File: src/rtl/game_pkg.sv
// Shared encodings for the maze game: game-state values and joystick directions.
package game_pkg;

  typedef enum logic [2:0] {
    ST_IDLE  = 3'd0,
    ST_READY = 3'd1,
    ST_PLAY  = 3'd2,
    ST_DYING = 3'd3,
    ST_OVER  = 3'd4,
    ST_CLEAR = 3'd5
  } game_state_e;

  localparam logic [3:0] DIR_RIGHT = 4'b0001;
  localparam logic [3:0] DIR_LEFT  = 4'b0010;
  localparam logic [3:0] DIR_UP    = 4'b0100;
  localparam logic [3:0] DIR_DOWN  = 4'b1000;

endpackage

File: src/rtl/hit_detect.sv
// Box collision test between pacman and one ghost: |dx| < radius and |dy| < radius.
module hit_detect #(
  parameter int unsigned POS_X_W    = 11,
  parameter int unsigned POS_Y_W    = 10,
  parameter int unsigned HIT_RADIUS = 8
) (
  input  logic [POS_X_W-1:0] ax,
  input  logic [POS_Y_W-1:0] ay,
  input  logic [POS_X_W-1:0] bx,
  input  logic [POS_Y_W-1:0] by,
  output logic               hit
);

  localparam logic [POS_X_W:0] RAD_X = (POS_X_W + 1)'(HIT_RADIUS);
  localparam logic [POS_Y_W:0] RAD_Y = (POS_Y_W + 1)'(HIT_RADIUS);

  logic [POS_X_W-1:0] dx;
  logic [POS_Y_W-1:0] dy;

  // Unsigned absolute differences; screen coordinates never wrap.
  always_comb begin
    dx  = (ax >= bx) ? (ax - bx) : (bx - ax);
    dy  = (ay >= by) ? (ay - by) : (by - ay);
    hit = ({1'b0, dx} < RAD_X) && ({1'b0, dy} < RAD_Y);
  end

endmodule

File: src/rtl/game_state_ctrl.sv
// Game-state controller: lives, score, pellet count, frightened mode and sprite control pulses.
module game_state_ctrl
  import game_pkg::*;
#(
  parameter int unsigned NUM_GHOSTS   = 4,
  parameter int unsigned POS_X_W      = 11,
  parameter int unsigned POS_Y_W      = 10,
  parameter int unsigned SCORE_W      = 12,
  parameter int unsigned START_LIVES  = 3,
  parameter int unsigned HIT_RADIUS   = 8,
  parameter int unsigned FOOD_TOTAL   = 300,
  parameter int unsigned FRIGHT_TICKS = 256,
  parameter int unsigned READY_TICKS  = 32,
  parameter int unsigned DEATH_TICKS  = 64,
  parameter int unsigned GHOST_POINTS = 10
) (
  input  logic                          clk,
  input  logic                          rst,
  input  logic                          tick,
  input  logic                          start,
  input  logic [POS_X_W-1:0]            pacman_x,
  input  logic [POS_Y_W-1:0]            pacman_y,
  input  logic [NUM_GHOSTS*POS_X_W-1:0] ghost_x,
  input  logic [NUM_GHOSTS*POS_Y_W-1:0] ghost_y,
  input  logic                          food_eaten,
  input  logic                          power_eaten,
  output logic [2:0]                    state,
  output logic                          move_en,
  output logic                          sprite_reset,
  output logic [NUM_GHOSTS-1:0]         ghost_respawn,
  output logic                          frightened,
  output logic [2:0]                    lives,
  output logic [SCORE_W-1:0]            score,
  output logic                          game_over,
  output logic                          level_clear
);

  localparam int unsigned TMAX   = (READY_TICKS > DEATH_TICKS) ? READY_TICKS : DEATH_TICKS;
  localparam int unsigned TCNT_W = $clog2(TMAX + 1);
  localparam int unsigned FOOD_W = $clog2(FOOD_TOTAL + 1);
  localparam int unsigned FR_W   = $clog2(FRIGHT_TICKS + 1);
  localparam int unsigned SUM_W  = SCORE_W + 16;
  localparam logic [SCORE_W-1:0] SCORE_MAX = '1;

  game_state_e           state_q, state_d;
  logic [TCNT_W-1:0]     tcnt_q, tcnt_d;
  logic [FOOD_W-1:0]     food_q, food_d, food_inc;
  logic [FR_W-1:0]       fcnt_q, fcnt_d;
  logic                  fright_q, fright_d;
  logic [2:0]            lives_q, lives_d;
  logic [SCORE_W-1:0]    score_q, score_d;
  logic                  keep_q, keep_d;
  logic                  start_q;
  logic                  sreset_q, sreset_d;
  logic [NUM_GHOSTS-1:0] hit_d, hit_q;
  logic [NUM_GHOSTS-1:0] resp_q, resp_d;
  logic                  over_q, clear_q;
  logic                  pellet, start_rise, any_hit;
  logic [3:0]            n_hits;
  logic [SUM_W-1:0]      pts, score_sum;

  for (genvar g = 0; g < NUM_GHOSTS; g++) begin : g_hit
    hit_detect #(
      .POS_X_W   (POS_X_W),
      .POS_Y_W   (POS_Y_W),
      .HIT_RADIUS(HIT_RADIUS)
    ) u_hit (
      .ax (pacman_x),
      .ay (pacman_y),
      .bx (ghost_x[g*POS_X_W +: POS_X_W]),
      .by (ghost_y[g*POS_Y_W +: POS_Y_W]),
      .hit(hit_d[g])
    );
  end

  // Next-state and datapath updates for the game FSM.
  always_comb begin
    state_d    = state_q;
    tcnt_d     = tcnt_q;
    food_d     = food_q;
    fcnt_d     = fcnt_q;
    fright_d   = fright_q;
    lives_d    = lives_q;
    score_d    = score_q;
    keep_d     = keep_q;
    sreset_d   = 1'b0;
    resp_d     = '0;
    pts        = '0;
    score_sum  = '0;
    pellet     = food_eaten | power_eaten;
    start_rise = start & ~start_q;
    any_hit    = |hit_q;
    n_hits     = '0;
    for (int unsigned i = 0; i < NUM_GHOSTS; i++) begin
      n_hits = n_hits + 4'(hit_q[i]);
    end
    // Pellet count saturates at the level total so a level whose last pellet
    // coincided with a death still clears on the first PLAY cycle after respawn.
    food_inc = (food_q == FOOD_W'(FOOD_TOTAL)) ? food_q : food_q + FOOD_W'(1);

    unique case (state_q)
      ST_IDLE: begin
        if (start) begin
          state_d  = ST_READY;
          tcnt_d   = '0;
          food_d   = '0;
          fright_d = 1'b0;
          fcnt_d   = '0;
          sreset_d = 1'b1;
          keep_d   = 1'b0;
          if (!keep_q) begin
            lives_d = 3'(START_LIVES);
            score_d = '0;
          end
        end
      end
      ST_READY: begin
        if (tick) begin
          if (tcnt_q == TCNT_W'(READY_TICKS - 1)) begin
            state_d = ST_PLAY;
            tcnt_d  = '0;
          end else begin
            tcnt_d = tcnt_q + TCNT_W'(1);
          end
        end
      end
      ST_PLAY: begin
        if (pellet) food_d = food_inc;
        if (any_hit && !fright_q) begin
          state_d  = ST_DYING;
          tcnt_d   = '0;
          lives_d  = (lives_q == 3'd0) ? 3'd0 : lives_q - 3'd1;
          fright_d = 1'b0;
          fcnt_d   = '0;
        end else begin
          if (any_hit) begin
            resp_d = hit_q;
            pts    = SUM_W'(n_hits) * SUM_W'(GHOST_POINTS);
          end
          if (power_eaten) begin
            fright_d = 1'b1;
            fcnt_d   = FR_W'(FRIGHT_TICKS);
          end else if (fright_q && tick) begin
            fcnt_d = fcnt_q - FR_W'(1);
            if (fcnt_q == FR_W'(1)) fright_d = 1'b0;
          end
          if (food_d == FOOD_W'(FOOD_TOTAL)) state_d = ST_CLEAR;
        end
        score_sum = SUM_W'(score_q) + pts + SUM_W'(pellet);
        score_d   = (score_sum > SUM_W'(SCORE_MAX)) ? SCORE_MAX : score_sum[SCORE_W-1:0];
      end
      ST_DYING: begin
        if (tick) begin
          if (tcnt_q == TCNT_W'(DEATH_TICKS - 1)) begin
            tcnt_d = '0;
            if (lives_q == 3'd0) begin
              state_d = ST_OVER;
            end else begin
              state_d  = ST_READY;
              sreset_d = 1'b1;
            end
          end else begin
            tcnt_d = tcnt_q + TCNT_W'(1);
          end
        end
      end
      ST_OVER: begin
        if (start_rise) begin
          state_d = ST_IDLE;
          keep_d  = 1'b0;
        end
      end
      ST_CLEAR: begin
        if (start_rise) begin
          state_d = ST_IDLE;
          keep_d  = 1'b1;
        end
      end
      default: state_d = ST_IDLE;
    endcase
  end

  // State, counters, registered outputs and the one-cycle collision pipeline.
  always_ff @(posedge clk or posedge rst) begin
    if (rst) begin
      state_q  <= ST_IDLE;
      tcnt_q   <= '0;
      food_q   <= '0;
      fcnt_q   <= '0;
      fright_q <= 1'b0;
      lives_q  <= 3'(START_LIVES);
      score_q  <= '0;
      keep_q   <= 1'b0;
      start_q  <= 1'b0;
      sreset_q <= 1'b0;
      resp_q   <= '0;
      hit_q    <= '0;
      over_q   <= 1'b0;
      clear_q  <= 1'b0;
    end else begin
      state_q  <= state_d;
      tcnt_q   <= tcnt_d;
      food_q   <= food_d;
      fcnt_q   <= fcnt_d;
      fright_q <= fright_d;
      lives_q  <= lives_d;
      score_q  <= score_d;
      keep_q   <= keep_d;
      start_q  <= start;
      sreset_q <= sreset_d;
      resp_q   <= resp_d;
      hit_q    <= hit_d;
      over_q   <= (state_d == ST_OVER);
      clear_q  <= (state_d == ST_CLEAR);
    end
  end

  assign state         = state_q;
  assign move_en       = tick & (state_q == ST_PLAY);
  assign sprite_reset  = sreset_q;
  assign ghost_respawn = resp_q;
  assign frightened    = fright_q;
  assign lives         = lives_q;
  assign score         = score_q;
  assign game_over     = over_q;
  assign level_clear   = clear_q;

endmodule

File: config.mk
export PLATFORM = sky130hd
export DESIGN_NAME = game_state_ctrl
export DESIGN_NICKNAME = d
export VERILOG_FILES = /design/src/rtl/game_pkg.sv /design/src/rtl/hit_detect.sv /design/src/rtl/game_state_ctrl.sv
export SDC_FILE = /design/constraint.sdc
export NUM_CORES = 1
export LEC_CHECK = 0
export ABC_AREA = 1
export CAP_MARGIN = 25
export CORE_MARGIN = 3
export CORE_UTILIZATION = 45
export CTS_CLUSTER_SIZE = 20
export DETAILED_ROUTE_END_ITERATION = 12
export HOLD_SLACK_MARGIN = 0.03
export PLACE_DENSITY = 0.66
export SYNTH_ARGS = -nofsm -noshare
export SYNTH_HDL_FRONTEND = slang
export SYNTH_SLANG_ARGS = --single-unit
File: constraint.sdc
create_clock -name clk -period 4.9 [get_ports clk]
set_input_delay 1.225 -clock clk [delete_from_list [all_inputs] [get_ports clk]]
set_output_delay 1.225 -clock clk [all_outputs]
set_load 0.02 [all_outputs]
* Word level (Yosys, flattened, before mapping)
Cells that the tools add are included.
** Word-level totals
- Bits of input ports :: 111
- Bits in registers :: 57
- Logic and storage cells :: 166
** Operators by class
- Order comparisons :: 17
- Multiplexer cells :: 63
- Reductions and logical operators :: 21
- Eq/ne operators :: 21
- Bitwise operators :: 4
- $add $sub $neg :: 25
- Multipliers :: 1
** Operators with widths (number)
- subtractor 11 bit :: 8
- subtractor 10 bit :: 8
- 2-to-1 mux 9 bit :: 7
- greater-or-equal comparator 11 bit :: 4
- < comparator 11 x 4 -> 1 bit (second input constant) :: 4
- 2-to-1 mux 11 bit :: 4
- 2-to-1 mux 7 bit :: 6
- greater-or-equal comparator 10 bit :: 4
- < comparator 10 x 4 -> 1 bit (second input constant) :: 4
- 2-to-1 mux 10 bit :: 4
- 2-to-1 mux 3 bit :: 13
- 2-to-1 mux 12 bit :: 3
- case mux 9 bit (2 select lines) :: 2
- adder 12 x 28 -> 28 bit :: 1
- adder 28 x 1 -> 28 bit :: 1
- > comparator 28 x 12 -> 1 bit (second input constant) :: 1
- 2-to-1 mux 28 bit :: 1
- case mux 7 bit (4 select lines) :: 1
- case mux 12 bit (2 select lines) :: 1
- == test 9 bit (second input constant) :: 2
- 2-to-1 mux 8 bit :: 2
- case mux 3 bit (5 select lines) :: 1
- inequality test 2 bit (second input constant) :: 7
- == test 3 bit (second input constant) :: 4
- 34 further kinds :: 59

* Longest topological paths before layout
- Depth in word-level cells :: 12
- Gate-level depth with buffers :: 19
- Gate-level depth less buffers :: 19

* Modules after synthesis
Synthesis repeated with hierarchy kept, for this count alone.
** Second synthesis, totals
- Cells, all modules :: 2305
- Area total of the unflattened synthesis :: 12649.6 um2
** By module, submodules not included
- hit_detect :: cells each 465, area each 2288.4 um2, sequential area each 0.0 um2, times used 4
- game_state_ctrl :: cells each 445, area each 3495.9 um2, sequential area each 1428.9 um2, times used 1

* Worst setup path before layout
OpenSTA, ideal clock, no wires.
- Path type :: register to register
- Start point :: register hit_q[0]
- End point :: register score_q[11], in the netlist score[11]
- Data arrival time :: 3.086 ns
- Stages on the path, launching flop included :: 17
- Period minus slack after synthesis :: 3.169 ns
- Setup slack :: 1.731 ns
- Path buffers :: 0
- Cell sequence :: dfrtp_1 > fa_1 > ha_1 > ha_1 > ha_1 > ha_1 > nand2_1 > nor2_1 > ha_1 > nand2_1 > nor2_1 > a21oi_1 > nor2_1 > nand3_1 > nand3_1 > nand2_1 > o21ai_0
** Between the ends
- Word-level cells in the longest chain between the ends :: 12
- Elaborated cells between the ends (all ways) :: 14
** RTL lines
- start, declared :: line game_state_ctrl.sv:55 : logic [NUM_GHOSTS-1:0] hit_d, hit_q;
- start signal, assigned :: line game_state_ctrl.sv:212 : hit_q <= hit_d;
- adder 1 x 1 -> 2 bit :: line game_state_ctrl.sv:95 : n_hits = n_hits + 4'(hit_q[i]);
- adder 2 x 1 -> 3 bit :: line game_state_ctrl.sv:95
- adder 3 x 1 -> 4 bit :: line game_state_ctrl.sv:95
- multiplier 4 x 3 -> 7 bit :: line game_state_ctrl.sv:138 : pts = SUM_W'(n_hits) * SUM_W'(GHOST_POINTS);
- 2-to-1 mux 8 bit :: line game_state_ctrl.sv:136 : if (any_hit) begin
- 2-to-1 mux 8 bit * :: line game_state_ctrl.sv:129 : if (any_hit && !fright_q) begin
- 2-to-1 mux 28 bit * :: line game_state_ctrl.sv:101 : unique case (state_q)
- adder 12 x 28 -> 28 bit * :: line game_state_ctrl.sv:149 : score_sum = SUM_W'(score_q) + pts + SUM_W'(pellet);
- adder 28 x 1 -> 28 bit * :: line game_state_ctrl.sv:149
- > comparator 28 x 12 -> 1 bit :: line game_state_ctrl.sv:150 : score_d = (score_sum > SUM_W'(SCORE_MAX)) ? SCORE_MAX : score_sum[SCORE_W-1:0];
- 2-to-1 mux 12 bit * :: line game_state_ctrl.sv:150
- case mux 12 bit (2 select lines) * :: line game_state_ctrl.sv:101
- end signal, assigned :: line game_state_ctrl.sv:207 : score_q <= score_d;
- end, declared :: line game_state_ctrl.sv:51 : logic [SCORE_W-1:0] score_q, score_d;
Every way passes the cells marked *; elsewhere a longest branch is shown, timed or not. The select of a mux whose other input is x is not followed.
A chain may end at the register's enable or synchronous reset.

* Worst setup path after layout
- Start point :: input port pacman_y[8]
- End point :: register hit_q[0]
** Between the ends
- Word-level cells in the longest chain between the ends :: 4
- Elaborated cells between the ends (all ways) :: 6
** RTL lines
- start, declared :: line game_state_ctrl.sv:22 : input logic [POS_Y_W-1:0] pacman_y,
- subtractor 10 bit or greater-or-equal comparator 10 bit (tied branches) :: line hit_detect.sv:23 : dy = (ay >= by) ? (ay - by) : (by - ay);
- 2-to-1 mux 10 bit * :: line hit_detect.sv:23
- < comparator 10 x 4 -> 1 bit * :: line hit_detect.sv:24 : hit = ({1'b0, dx} < RAD_X) && ({1'b0, dy} < RAD_Y);
- logical AND 1 bit * :: line hit_detect.sv:24
- named net g_hit[0].u_hit.hit :: line hit_detect.sv:11 : output logic hit
Mark *: on every way through the listed nets, which the timed path passes. The rest lies on a longest branch.

==> impl_metrics.csv <==
group,metric,value,unit
global_routing,grt_usage,25.9,%
logic_synthesis,synth_top_area_share,24.6,%
logic_synthesis,syn-num-nets,2531,
clocking,cts_made_buffers,9,
clocking,htree_levels,3,
logic_synthesis,syn_inst,2240,
sta,worstMarginPinSlew,0.670,ns
logic_synthesis,ys_seq_area_share,11.3,%
sta,final_hold_viol_count,0,
sta,rsz0062_at_grt,"false",
logic_synthesis,syn_area,12600,µm²
logic_synthesis,yosysTopAreaCell,"nand2_1",
setup_path,required,5.16,ns
place,dp_hpwl,34.1,mm
setup_path,crit_type,"input port to flip-flop",
floorplan,coreArea,27300,µm²
clocking,clk_path_buf_depth,2,
clocking,holdBufCountCts,0,
global_routing,gr-usage-met2,43.5,%
global_routing,grt_overflow,0,
floorplan,dieArea,30100,µm²
global_routing,grt_first_pass_wirelength,64.6,mm
floorplan,rows,60,
logic_synthesis,ys_types,49,
finish,nets,2669,
global_routing,grt_busiest_layer,"met2",
drt,drt-wirelength-per-cell,14.5,µm
global_routing,grt_max_degree,31,
flow_run,max_cap_viol_count,0,
floorplan,chipWidth,173,µm
setup_path,cp_common_cell,"nand2_1",
global_routing,grt_pass1_vias,13000,
sta,slew_viol_final,0,
sta,max_slew_margin,54.9,%
place,port_buffers,137,
clocking,cts_sinks,57,
drt,detail_route.vias_per_cell,5.07,
clocking,post_cts_buffers,0,
sta,setup_viol,0,
finish,drive_gt1_share,4.57,%
setup_path,critical-path-max-stage-delay,0.66,ns
pwr,fin_total_pwr,3040,µW
sta,tns,0,ns
sta,fin_ws,0.967,ns
clocking,cts_tree,"done",
logic_synthesis,syn_avg_cell_area,5.63,µm²
pwr,pwr_density_cell,206,nW/µm²
place,dp_slack,0.535,ns
place,routabilityCongestion,0.989,
finish,synthToLayoutAreaGrowth,17.1,%
logic_synthesis,ys_seq_elements,57,
setup_path,crit_slowest_cell,"clkdlybuf4s50_1",
pwr,vdd_ir_drop_max,0.000121,V
clocking,clk_pin_slew,0.05,ns
drt,route.detailed.drc,0,
floorplan,io_pins,138,
sta,finalCriticalPeriod,3.93,ns
drt,ant_nets,0,
global_routing,antenna_found_initial,0,
finish,utilization,54.2,%
clocking,cts_root_buf,"clkbuf_16",
floorplan,die_y,173,µm
drt,routed_wl,40.1,mm
sta,fmax,0.254,GHz
finish,n_fill_cell,2875,
setup_path,endpoint_kind,"flip-flop",
setup_path,worstPathMaxFanout,8,
drt,first_pass_iters,8,
clocking,postCtsResizedCells,0,
logic_synthesis,synthTopCellsByArea,"nand2_1 (25%), ha_1 (18%), inv_1 (12%)",
sta,period_share,80.3,%
global_routing,met1_usage,35.8,%
sta,clock_skew,0.0192,ns
finish,diodes,0,
pwr,leakage,0.00863,µW
status,status,"finished clean",
setup_path,path_cells,"clkdlybuf4s50_1 > inv_1 > ha_1 > nand2_1 > inv_1 > a21oi_1 > nand4_4 > inv_4 > o21ai_0 > nand2_1 > nand2_1 > nor2_1 > nand2_1 > nor2_1",
setup_path,cp-start-kind,"input port",
global_routing,met3_usage,3.33,%
setup_path,cp.arrival,4.20,ns
logic_synthesis,synth_warnings,0,
clocking,clock_latency,0.34,ns
worst_hold_path,holdCritPathClass,"flip-flop to flip-flop",
drt,drt_iter0_markers,1134,
drt,num_vias,14000,
floorplan,initial_core_util,46.3,%
-- final timing paths --
check                            start   endpoint  slack, ns  depth (start not counted)
setup / recovery           pacman_y[8]   hit_q[0]       0.97                         14
hold / removal                  keep_q     keep_q       0.49                          2
setup reg to reg              hit_q[3]   score[6]       1.17                         15
hold reg to reg                 keep_q     keep_q       0.49                          2
max in group asynchronous          rst   lives[1]       2.70                          3
min in group asynchronous          rst  tcnt_q[4]       1.32                          2
-- placed cells by master (no fill, tap or decap), drive strengths merged, types with 7 or more instances in the layout --
master	count
nand2	842
inv	419
nor2	205
ha	178
nand3	173
clkdlybuf4s50	137
a21oi	104
dfrtp	55
nand4	51
xor2	44
o21ai	42
o21bai	29
nor3	13
buf	11
clkbuf	11
a21o	10
xnor2	7
or2	7
-- per-stage QoR --
step	std cells	hold WS [ns]	instance area [µm²]
after floorplan	2240	0.461	12600
after global placement	2739	0.478	14400
after detailed placement	2739	0.484	14400
after CTS	2755	0.494	14800
after global routing	2755	0.514	14800
final	2755	0.492	14800
-- sequential cells by signal, indices dropped and copies added (netlist names) --
signal	count
keep_q	1
tcnt_q	7
score	12
hit_q	4
lives	3
state	3
sprite_reset	1
level_clear	1
fcnt_q	9
start_q	1
frightened	1
ghost_respawn	4
game_over	1
food_q	9
-- report_power, final --
part	total (µW)	switching [µW]	internal, µW	leakage [µW]
Sequential	582	53.0	529	0.000768
Combinational	1720	1090	626	0.00769
Clock	736	227	509	0.000166
Total	3040	1370	1660	0.00863
-- synthesized netlist by cell type, drive strengths merged --
library cell  instances
ha                  178
a22o                  1
o211ai                1
fa                    2
xor2                 44
nand3b                6
nor3b                 1
a21oi               104
inv                 419
clkinv                2
dfstp                 2
buf                  15
nor2                205
mux2                  1
nand4                51
a31oi                 4
o21ai                42
nand2               842
o21a                  5
nand3               173
o22ai                 6
clkbuf                6
xnor2                 7
o311ai                1
nor3                 13
dfrtp                55
a21boi                1
and2                  4
o31ai                 3
a21o                 10
o21bai               29
or2                   7
-- final cells by class --
type | instances | area [µm²] | share of cell area, %
clock buffer | 11 | 243 | 1.64
clock inverter | 5 | 103 | 0.695
inverter | 421 | 1590 | 10.8
multi-input combinational | 1741 | 9490 | 64.2
sequential | 57 | 1430 | 9.68
tap | 372 | 465 | 3.15
timing repair buffer | 148 | 1450 | 9.84
-- kinds of logic (layout without fill, tap and decap cells) --
group / Yosys count / count (layout) / share of synthesized area [%]
AOI/OAI and AO/OA: 207 / 207 / 9.50
xor gates and xnor gates: 51 / 51 / 3.54
adders and majority gates: 180 / 180 / 18.0
buffers and inverters: 442 / 585 / 13.5
DFF: 57 / 57 / 11.3
muxes: 1 / 1 / 0.0893
and+or+nand+nor: 1302 / 1302 / 44.1
-- routing by layer --
layer	vias to the layer above	wire, µm
li1	7248	-
met1	6288	18900
met2	393	18600
met3	51	2060
met4	0	593
met5	-	0
-- critical path, delay by kind of cell --
| kind | cells | cell delay (ns) |
|---|---|---|
| simple gates | 7 | 1.11 |
| buf+inv | 4 | 1.12 |
| compound gates | 2 | 0.32 |
| fa+ha+maj | 1 | 0.42 |
Note: power is estimated with default switching activity, not from simulation.
